===== src/rtl/pass_sequencer.sv =====
// Per-pass step engine: walks N_W weight indices for forward (MAC) or backward (update) passes,
// accumulates |error| for the convergence check. Optional macro: PASS_SEQ_ITER_LIMIT_EN (backward-pass limit).
module pass_sequencer #(
   parameter int N_W         = 4,
   parameter int AW          = 2,
   parameter int LW          = 8,
   parameter int MAC_LAT     = 2,
   parameter int LOSS_THRESH = 0,
   parameter int MAX_ITER    = 15
) (
   input  logic                 clk_i,
   input  logic                 rst_i,
   input  logic                 en_i,
   input  logic                 f0_pass_i,
   input  logic                 f1_pass_i,
   input  logic                 b_pass_i,
   input  logic                 zero_loss_i,
   input  logic                 loss_vld_i,
   input  logic signed [LW-1:0] loss_i,
   output logic [AW-1:0]        w_addr_o,
   output logic                 mac_en_o,
   output logic                 upd_en_o,
   output logic                 f_end_o,
   output logic                 b_end_o,
   output logic                 zero_end_check_o,
   output logic [LW+3:0]        loss_acc_o
);

   localparam int ACC_W = LW + 4;
   localparam int DW    = (MAC_LAT > 1) ? $clog2(MAC_LAT) : 1;

   typedef enum logic [2:0] {S_IDLE, S_RUN, S_DRAIN, S_END, S_DONE} state_t;
   typedef enum logic [1:0] {K_F0, K_F1, K_B} kind_t;

   state_t             state_reg, state_next;
   kind_t              kind_reg, kind_next, sel_kind;
   logic [AW-1:0]      idx_reg, idx_next;
   logic [DW-1:0]      drain_reg, drain_next;
   logic               mac_reg, mac_next;
   logic               upd_reg, upd_next;
   logic               f_end_reg, f_end_next;
   logic               b_end_reg, b_end_next;
   logic               zec_reg, zec_next;
   logic [ACC_W-1:0]   acc_reg, acc_next;

   logic               pass_any, pass_lvl;
   logic [LW-1:0]      loss_neg;
   logic [LW:0]        abs_loss;
   logic [ACC_W:0]     acc_sum;
   logic               converged, iter_hit;
   logic               end_f, end_b, end_z;

   assign pass_any = f0_pass_i | f1_pass_i | b_pass_i;
   assign sel_kind = b_pass_i ? K_B : (f1_pass_i ? K_F1 : K_F0);

   always_comb begin
      pass_lvl = 1'b0;
      case (kind_reg)
         K_F0:    pass_lvl = f0_pass_i;
         K_F1:    pass_lvl = f1_pass_i;
         K_B:     pass_lvl = b_pass_i;
         default: pass_lvl = 1'b0;
      endcase
   end

   // |loss| needs LW+1 bits so that the most negative sample maps to +2**(LW-1)
   assign loss_neg = ~loss_i + LW'(1);
   assign abs_loss = loss_i[LW-1] ? {1'b0, loss_neg} : {1'b0, loss_i};
   assign acc_sum  = {1'b0, acc_reg} + (ACC_W+1)'(abs_loss);

   always_comb begin
      acc_next = acc_reg;
      if (zero_loss_i)
         acc_next = '0;
      else if ((state_reg == S_RUN || state_reg == S_DRAIN) && kind_reg != K_B && loss_vld_i)
         acc_next = acc_sum[ACC_W] ? {ACC_W{1'b1}} : acc_sum[ACC_W-1:0];
   end

   // Decision uses the value loss_acc_o will show during END, including a last-cycle sample
   assign converged = (acc_next <= ACC_W'(LOSS_THRESH)) | iter_hit;
   assign end_b     = (kind_reg == K_B);
   assign end_z     = (kind_reg == K_F1) & converged;
   assign end_f     = (kind_reg == K_F0) | ((kind_reg == K_F1) & ~converged);

`ifdef PASS_SEQ_ITER_LIMIT_EN
   localparam int IW = $clog2(MAX_ITER + 2);
   logic [IW-1:0] iter_reg;

   assign iter_hit = (iter_reg >= IW'(MAX_ITER));

   always_ff @(posedge clk_i or negedge rst_i) begin
      if (!rst_i)
         iter_reg <= '0;
      else if (en_i && b_end_next && !iter_hit)
         iter_reg <= iter_reg + IW'(1);
   end
`else
   // No iteration limit in this build; convergence is decided by loss only
   assign iter_hit = (MAX_ITER < 0);
`endif

   always_comb begin
      state_next = state_reg;
      kind_next  = kind_reg;
      idx_next   = idx_reg;
      drain_next = drain_reg;
      mac_next   = 1'b0;
      upd_next   = 1'b0;
      f_end_next = 1'b0;
      b_end_next = 1'b0;
      zec_next   = 1'b0;
      case (state_reg)
         S_IDLE: begin
            if (pass_any) begin
               state_next = S_RUN;
               kind_next  = sel_kind;
               idx_next   = '0;
               mac_next   = (sel_kind != K_B);
               upd_next   = (sel_kind == K_B);
            end
         end
         S_RUN: begin
            if (!pass_lvl) begin
               state_next = S_IDLE;
            end else if (idx_reg == AW'(N_W - 1)) begin
               drain_next = '0;
               if (MAC_LAT == 0) begin
                  state_next = S_END;
                  f_end_next = end_f;
                  b_end_next = end_b;
                  zec_next   = end_z;
               end else begin
                  state_next = S_DRAIN;
               end
            end else begin
               idx_next = idx_reg + AW'(1);
               mac_next = (kind_reg != K_B);
               upd_next = (kind_reg == K_B);
            end
         end
         S_DRAIN: begin
            if (!pass_lvl) begin
               state_next = S_IDLE;
            end else if (drain_reg == DW'(MAC_LAT - 1)) begin
               state_next = S_END;
               f_end_next = end_f;
               b_end_next = end_b;
               zec_next   = end_z;
            end else begin
               drain_next = drain_reg + DW'(1);
            end
         end
         S_END:   state_next = S_DONE;
         S_DONE:  if (!pass_lvl) state_next = S_IDLE;
         default: state_next = S_IDLE;
      endcase
   end

   always_ff @(posedge clk_i or negedge rst_i) begin
      if (!rst_i) begin
         state_reg <= S_IDLE;
         kind_reg  <= K_F0;
         idx_reg   <= '0;
         drain_reg <= '0;
         mac_reg   <= 1'b0;
         upd_reg   <= 1'b0;
         f_end_reg <= 1'b0;
         b_end_reg <= 1'b0;
         zec_reg   <= 1'b0;
         acc_reg   <= '0;
      end else if (en_i) begin
         state_reg <= state_next;
         kind_reg  <= kind_next;
         idx_reg   <= idx_next;
         drain_reg <= drain_next;
         mac_reg   <= mac_next;
         upd_reg   <= upd_next;
         f_end_reg <= f_end_next;
         b_end_reg <= b_end_next;
         zec_reg   <= zec_next;
         acc_reg   <= acc_next;
      end
   end

   assign w_addr_o         = idx_reg;
   assign mac_en_o         = mac_reg;
   assign upd_en_o         = upd_reg;
   assign f_end_o          = f_end_reg;
   assign b_end_o          = b_end_reg;
   assign zero_end_check_o = zec_reg;
   assign loss_acc_o       = acc_reg;

endmodule


===== config.mk =====
export PLATFORM = sky130hd
export DESIGN_NAME = pass_sequencer
export DESIGN_NICKNAME = d
export VERILOG_FILES = /design/src/rtl/pass_sequencer.sv
export SDC_FILE = /design/constraint.sdc
export NUM_CORES = 1
export LEC_CHECK = 0
export CAP_MARGIN = 20
export CORE_MARGIN = 2
export CORE_UTILIZATION = 55
export CTS_BUF_LIST = sky130_fd_sc_hd__clkbuf_2 sky130_fd_sc_hd__clkbuf_4 sky130_fd_sc_hd__clkbuf_8
export DETAILED_ROUTE_END_ITERATION = 10
export PLACE_DENSITY = 0.89
export SETUP_SLACK_MARGIN = 0.5
export SLEW_MARGIN = 5
export SYNTH_ARGS = -nofsm -noshare
export SYNTH_HDL_FRONTEND = slang
export SYNTH_SLANG_ARGS = --single-unit
export TNS_END_PERCENT = 1

===== constraint.sdc =====
create_clock -name clk_i -period 3.1 [get_ports clk_i]
set_input_delay 0.62 -clock clk_i [delete_from_list [all_inputs] [get_ports clk_i]]
set_output_delay 0.62 -clock clk_i [all_outputs]
set_load 0.01 [all_outputs]

# --- Word-level counts from Yosys, hierarchy flattened ---
# Index checks and enable logic that the tools add are counted.
totals:
  word_cells: 91
  inputBits: 16
  out_inout_bits: 19
  register_bits: 25
classes:
  n_addsub: 4
  muxes: 40
  bitwise_logic: 7
  reduce_logical: 11
  n_eq_ne: 18
  order_cmp: 1
op_table:
  columns: ["operator", "count"]
  rows:
  - ["$mux 12", 3]
  - ["$mux 1", 20]
  - ["$mux 3", 6]
  - ["$pmux 3 s5", 1]
  - ["$reduce_and 5->1", 3]
  - ["$ne 2x2->1 const B", 7]
  - ["$add 12x8->13", 1]
  - ["$le 12x1->1 const B", 1]
  - ["$add 8x2->8 const B", 1]
  - ["$mux 2", 4]
  - ["$mux 8", 1]
  - ["$not 8->8", 1]
  - ["$eq 2x2->1 const B", 3]
  - ["$eq 3x2->1 const B", 2]
  - ["$pmux 1 s2", 3]
  - ["$pmux 2 s2", 1]
  - ["$reduce_bool 2->1", 2]
  - ["$eq 3x1->1 const B", 1]
  - ["$eq 3x3->1 const B", 1]
  - ["$logic_not 3->1", 1]
  - ["$ne 3x2->1 const B", 1]
  - ["$ne 3x3->1 const B", 1]
  - ["$or 1x1->1", 3]
  - ["$pmux 1 s3", 1]
  - ["10 further kinds", 12]

# --- Logic depth before layout (Yosys ltp) ---
# Gate-level depths: netlist of the first run.
depth:
  depth_word: 14
  ltp_mapped: 13
  depth_no_buf: 13

# --- Worst setup path after synthesis of the first run ---
# Ideal clock, no wire load.
synth_path:
  path_kind: "input -> register"
  from: "in loss_i[1]"
  to: "reg zec_reg (netlist: zero_end_check_o)"
  path_stages: 11
  t_arrival_ns: 3.036
  required_ns: 2.980
  setup_time_ns: 0.120
  setup_slack_ns: -0.056
  path_buffers: 0
  cell_sequence: "or3_1 -> o31ai_1 -> xnor2_1 -> ha_1 -> nand2_1 -> a211oi_2 -> o21ai_1 -> or3_4 -> a311oi_2 -> nor2_1 -> a31o_1"
synth_between:
  elab_chain_cells: 12
synth_rtl:
  columns: ["item", "line_no", "rtl"]
  rows:
  - ["start: declaration", "19", "input logic signed [LW-1:0] loss_i,"]
  - ["$not 8->8", "67", "assign loss_neg = ~loss_i + LW'(1);"]
  - ["$add 8x2->8", "67", null]
  - ["$mux 8 (*)", "68", "assign abs_loss = loss_i[LW-1] ? {1'b0, loss_neg} : {1'b0, loss_i};"]
  - ["$add 12x8->13 (*)", "69", "assign acc_sum = {1'b0, acc_reg} + (ACC_W+1)'(abs_loss);"]
  - ["$mux 12 (*)", "76", "acc_next = acc_sum[ACC_W] ? {ACC_W{1'b1}} : acc_sum[ACC_W-1:0];"]
  - ["$mux 12 (*)", "75", "else if ((state_reg == S_RUN || state_reg == S_DRAIN) && kind_reg != K_B && loss_vld_i)"]
  - ["$mux 12 (*)", "73", "if (zero_loss_i)"]
  - ["$le 12x1->1 (*)", "80", "assign converged = (acc_next <= ACC_W'(LOSS_THRESH)) | iter_hit;"]
  - ["$and 1x1->1 (*)", "82", "assign end_z = (kind_reg == K_F1) & converged;"]
  - ["$mux 1 (*)", "144", "end else if (drain_reg == DW'(MAC_LAT - 1)) begin"]
  - ["$mux 1 (*)", "142", "if (!pass_lvl) begin"]
  - ["$mux 1 (*)", "112", "case (state_reg)"]
  - ["end signal: assignment", "180", "zec_reg <= zec_next;"]
  - ["end: declaration", "43", "logic zec_reg, zec_next;"]
# Every way passes the cells marked *; elsewhere a longest branch is shown, timed or not.
# A chain may end at the register's enable or synchronous reset.

# --- Worst setup path in the final report of the first run ---
layout_path:
  from: "in loss_i[3]"
  to: "reg zec_reg (netlist: zero_end_check_o)"
# The elaborated chain is that of the path after synthesis.

==> flow_summary.json, run 1 <==
{
  "startpoint_type": "input pin",
  "yosysMostFrequentCell": "dfrtp_1",
  "cts_buffers": 3,
  "max-vdd-ir-drop_uv": 546,
  "path_clk_slew_ns": 0.09,
  "r2r-start": "loss_acc_o[0]",
  "drtIter0Drc": 134,
  "synth.area.top_cells": "dfrtp_1, ha_1, o21ai_0",
  "setup_ws_ns": -0.0981,
  "max-cap-violations": 0,
  "gr-total-overflow": 0,
  "yosys.area.top_type_share_pct": 30.8,
  "wl_per_cell_um": 17.8,
  "slew_violations": 0,
  "leakage_nw": 1.29,
  "hold_path_class": "register to register",
  "coreArea_um2": 3610,
  "violations": "setup timing",
  "fin_total_pwr_w": 0.00226,
  "grt_pass1_vias": 2142,
  "avgSynthCellArea_um2": 8.47,
  "final_cell_area_um2": 2970,
  "timing.final.crit_share_pct": 103,
  "holdCritStartpoint": "b_end_o",
  "cts-root-buf": "clkbuf_8",
  "synthFlopType": "dfrtp_1",
  "hpwl_um": 3880,
  "viasPerCell": 6.27,
  "tns_ns": -0.182,
  "ys_ff_latch": 25,
  "antenna_found_initial": 0,
  "area_growth_pct": 46.1,
  "grt_max_degree": 26,
  "fin_util_pct": 82.3,
  "crit_path_end_kind": "register",
  "p_per_area_nw_per_um2": 761,
  "relSlewSlack_pct": 65.6,
  "initial_core_util_pct": 56.3,
  "cts_hold_buf": 0,
  "ys_warn_count": 0,
  "ant_nets": 0,
  "synth-edff-count": 0,
  "grt_first_pass_wirelength_um": 9380,
  "setup_viol": 2,
  "track_usage_pct": 28.3,
  "synth_cells": 240,
  "synth_seq_area_share_pct": 30.8,
  "cts_buffer_depth": 2,
  "post-route-min-period_ns": 3.20,
  "die_y_um": 64.8,
  "worst_skew_pair.late_latency_ns": 0.27,
  "largest_register_ffs": 12,
  "place_area_um2": 2610,
  "num_vias": 2227,
  "n_fill_cell": 208,
  "finalHoldViolCount": 0,
  "cts_sinks": 25,
  "synth_area_um2": 2030,
  "netlist.top_cell.by_area": "dfrtp_1",
  "rows": 22,
  "required_ns": 3.31,
  "status": "complete, but fails checks",
  "diodes": 0,
  "critPathArrivalTime_ns": 3.41,
  "first_pass_iters": 4,
  "syn-num-nets": 268,
  "cts_tree": "built",
  "finClkSkew_ns": 0.00821,
  "dieWidth_um": 64.8,
  "place_congestion": 0.878,
  "routed_wl_um": 6320,
  "ys_types": 57,
  "async_flop_share_pct": 100,
  "nNetsFinal": 336,
  "worst_pin_slew_ns": 0.512,
  "fmax_mhz": 313,
  "route.detailed.drc": 0,
  "io_pins": 35,
  "worstPathMaxFanout": 3,
  "critPathLaunch": "loss_i[3]",
  "layout-drive-gt1-share_pct": 31.3,
  "h-tree-depth": 1,
  "grt_setup_unrepaired": "yes",
  "io_buffer_count": 34,
  "dieArea_um2": 4200,
  "synth_commonest_cells": "dfrtp_1, inv_1, o21ai_0, a21oi_1, nand2_1",
  "crit_type": "input pin to register",
  "timing.hold.ws_ns": 0.516
}
==> worst paths after layout <==
check | cells after the start | slack (ns) | to
setup / recovery | 12 | -0.1 | zero_end_check_o
hold / removal | 1 | 0.52 | b_end_o
hold reg to reg | 1 | 0.52 | b_end_o
max in group asynchronous | 2 | 2.15 | state_reg[1]
setup reg to reg | 11 | 0.27 | zero_end_check_o
min in group asynchronous | 2 | 0.70 | drain_reg
==> power by group <==
group	internal (W)	total (W)	switching, W	leakage, nW
combinational	0.000721	0.00149	0.000767	0.941
sequential	0.000417	0.000576	0.000159	0.329
clock	0.0000910	0.000193	0.000102	0.0217
==> layout by cell type, fill, tap and decap left out, drive strengths merged, types with 5 or more instances in the layout <==
cell	instances
clkdlybuf4s50	27
a21oi	18
inv	20
nand2	18
nor3	7
o21ai	22
a31oi	5
nor2	18
ha	11
nand3	8
buf	40
a2bb2oi	5
xnor2	7
dfrtp	25
o22ai	7
==> critical path: stages <==
cell and delay [ns]:
dlygate4sd2_1 0.26, or3_4 0.41, o21ai_4 0.19, xnor2_2 0.10, ha_1 0.25, a21oi_2 0.19
nand2_2 0.10, o21ai_2 0.23, nor3_2 0.10, o311a_1 0.39, a2111oi_4 0.39, a31o_1 0.19
==> stage by stage <==
step	setup slack [ns]	cells
CTS	-0.0361	352
global route	-0.179	355
finish	-0.0981	355
floorplan	0.0191	240
detailed placement	-0.773	342
global placement	-0.611	342
==> layout make-up <==
type / count / area [µm²] / area share (%)
Multi-Input combinational cell: 187 / 1520 / 51.3
Timing Repair Buffer: 71 / 637 / 21.5
Sequential cell: 25 / 626 / 21.1
Inverter: 20 / 75.1 / 2.53
Tap cell: 48 / 60.1 / 2.02
Clock buffer: 3 / 41.3 / 1.39
Clock inverter: 1 / 7.51 / 0.253
==> logic make-up after synthesis <==
kind of cell	share of synthesized area, %
AND/OR/NAND/NOR	19.4
AO/OA/AOI/OAI	28.2
flip-flops	30.8
multiplexers	2.65
buffers and inverters	6.10
XOR/XNOR	5.11
adder cells (fa/ha/maj)	7.76
==> per-layer routing <==
| layer | global-route usage [%] | up-vias | wire length [µm] |
|---|---|---|---|
| met5 | 0 | - | 0 |
| met4 | 10.1 | 0 | 156 |
| met3 | 2.26 | 24 | 323 |
| met2 | 54.0 | 106 | 3340 |
| met1 | 32.7 | 1074 | 2500 |
| li1 | - | 1023 | - |
==> what timing repair did <==
| item | CTS | global route |
|---|---|---|
| gates resized for setup | 47 | 26 |
| pin swaps | 26 | 35 |
| setup endpoints to repair | 14 | 14 |
| setup buffers | 6 | 3 |
(Power assumes the default switching activity.)
==> run 2: changes to the inputs <==
--- a/config.mk
+++ b/config.mk
@@ -6,13 +6,15 @@
 export NUM_CORES = 1
 export LEC_CHECK = 0
 export CAP_MARGIN = 20
+export CELL_PAD_IN_SITES_DETAIL_PLACEMENT = 0
+export CELL_PAD_IN_SITES_GLOBAL_PLACEMENT = 2
 export CORE_MARGIN = 2
-export CORE_UTILIZATION = 55
+export CORE_UTILIZATION = 33
 export CTS_BUF_LIST = sky130_fd_sc_hd__clkbuf_2 sky130_fd_sc_hd__clkbuf_4 sky130_fd_sc_hd__clkbuf_8
 export DETAILED_ROUTE_END_ITERATION = 10
+export MAX_ROUTING_LAYER = met4
 export PLACE_DENSITY = 0.89
 export SETUP_SLACK_MARGIN = 0.5
-export SLEW_MARGIN = 5
 export SYNTH_ARGS = -nofsm -noshare
 export SYNTH_HDL_FRONTEND = slang
 export SYNTH_SLANG_ARGS = --single-unit
==> flow_summary.json, run 2 (synthesis gave the netlist of run 1 again) <==
{
  "cp_slowest_cell": "or3_4",
  "r2r_slack_ns": 0.29,
  "fin_cells": 382,
  "post-route-min-period_ns": 3.17,
  "dieArea_um2": 6800,
  "required_ns": 3.30,
  "violations": "setup timing",
  "nNetsFinal": 336,
  "worst_pin_slew_ns": 0.563,
  "antenna_found_initial": 0,
  "crit_chain": "buf_6 -> or3_4 -> o31ai_4 -> xnor2_1 -> ha_1 -> buf_4 -> a21o_1 -> or3_4 -> a31oi_4 -> o2111ai_2 -> a2111oi_4 -> a31o_1",
  "max-vdd-ir-drop_uv": 360,
  "fin_util_pct": 53.0,
  "status": "complete, but fails checks",
  "wl_per_cell_um": 15.1,
  "dp_cells": 371,
  "finalHoldViolCount": 0,
  "hold_end": "b_end_o",
  "cp.buffers_inverters": 2,
  "routed_wl_um": 5750,
  "n_fill_cell": 549,
  "cts_sinks": 25,
  "fin_total_pwr_w": 0.00227,
  "crit_path_end_kind": "register",
  "most-common-layout-cells": "buf_4, clkdlybuf4s50_1, dfrtp_1, inv_1, nand2_1",
  "r2r-start": "loss_acc_o[0]",
  "timing.hold.ws_ns": 0.519,
  "startpoint_type": "input pin",
  "p_per_area_nw_per_um2": 724,
  "grt_setup_unrepaired": "yes",
  "layout-drive-gt1-share_pct": 33.9,
  "hold_depth": 1,
  "leakage_nw": 1.32,
  "setup_ws_ns": -0.0689,
  "crit_type": "input pin to register",
  "worstPathMaxFanout": 4,
  "hpwl_um": 4040,
  "dp_slack_ns": -0.705,
  "fmax_mhz": 316,
  "cts_tree": "built",
  "dieWidth_um": 82.5,
  "cts_buffers": 3,
  "io_buffer_count": 34,
  "holdCritStartpoint": "b_end_o",
  "cts-root-buf": "clkbuf_8",
  "cpMostUsedCell": "or3_4",
  "coreArea_um2": 5920,
  "route.detailed.drc": 0,
  "relSlewSlack_pct": 62.2,
  "grt_max_degree": 29,
  "setup_viol": 2,
  "viasPerCell": 5.33,
  "cp_top_family": "compound AO/OA/AOI/OAI gates",
  "final_common_cell": "buf_4",
  "worst_skew_pair.late_latency_ns": 0.26,
  "cts_buffer_depth": 2,
  "diodes": 0,
  "area_growth_pct": 54.4,
  "grt_first_pass_wirelength_um": 9290,
  "first_pass_iters": 4,
  "cpPeakStageDelay_ns": 0.41,
  "num_vias": 2037,
  "grt_pass1_vias": 2018,
  "initial_core_util_pct": 34.3,
  "slew_violations": 0,
  "hold_path_class": "register to register",
  "max-cap-violations": 0,
  "die_y_um": 82.5,
  "io_pins": 35,
  "critPathArrivalTime_ns": 3.36,
  "finClkSkew_ns": 0.00639,
  "track_usage_pct": 17.8,
  "rows": 28,
  "gr-total-overflow": 0,
  "drtIter0Drc": 52,
  "r2r.worst_path.cells": 10,
  "ant_nets": 0,
  "timing.final.crit_share_pct": 102,
  "path_clk_slew_ns": 0.08,
  "place_congestion": 0.836,
  "h-tree-depth": 1,
  "timing.rr.end": "zero_end_check_o",
  "largest_register_ffs": 12
}
-- run 2: cell types whose count changed in the layout (fill, tap and decap cells not counted), moves of 3 or more --
cell             change
nor2_1               +3
nor2_4               -3
ha_1                 -3
ha_4                 +4
clkdlybuf4s15_1      +3
dlygate4sd2_1        -3
-- run 2: worst max path at each step --
stage                         start          endpoint  slack, ns  depth (start not counted)
after floorplan           loss_i[1]  zero_end_check_o       0.02                         11
final                     loss_i[2]  zero_end_check_o      -0.07                         12
after detailed placement  loss_i[0]  zero_end_check_o      -0.70                         15
after global placement    loss_i[0]  zero_end_check_o      -0.69                         14
after CTS                 loss_i[2]  zero_end_check_o      -0.09                         12
after global routing      loss_i[2]  zero_end_check_o      -0.12                         12
-- run 2: cell type report --
cell class | instances | area (µm²) | share of cell area [%]
Sequential cell | 25 | 626 | 19.9
Multi-Input combinational cell | 187 | 1650 | 52.4
Clock buffer | 4 | 48.8 | 1.56
Timing Repair Buffer | 71 | 649 | 20.7
Tap cell | 75 | 93.8 | 2.99
Inverter | 20 | 75.1 | 2.39
-- run 2: per-stage QoR --
step,instance area [µm²],TNS (ns)
final,3140,-0.0975
after global routing,3140,-0.239
after CTS,2890,-0.139
after detailed placement,2670,-6.56
after global placement,2670,-6.28
after floorplan,2050,0
-- run 2: per-layer routing --
metal	share of wire, %	vias to the layer above	track usage [%]	wire length (µm)
met4	0.66	0	4.00	38
met3	2.4	4	1.09	139
met5	0	-	-	0
met2	51	36	30.6	2910
li1	-	1015	-	-
met1	46	982	23.2	2670
-- run 2: timing repair --
action	4_1_cts	5_1_grt
setup buffers	5	2
hold buffers	0	0
resized for setup	46	45
pin swaps	28	35
setup endpoints to repair	14	14
-- run 2: power by group --
part	switching [W]	internal (W)	total [W]
sequential	0.000168	0.000417	0.000585
clock	0.0000945	0.000100	0.000195
combinational	0.000734	0.000757	0.00149
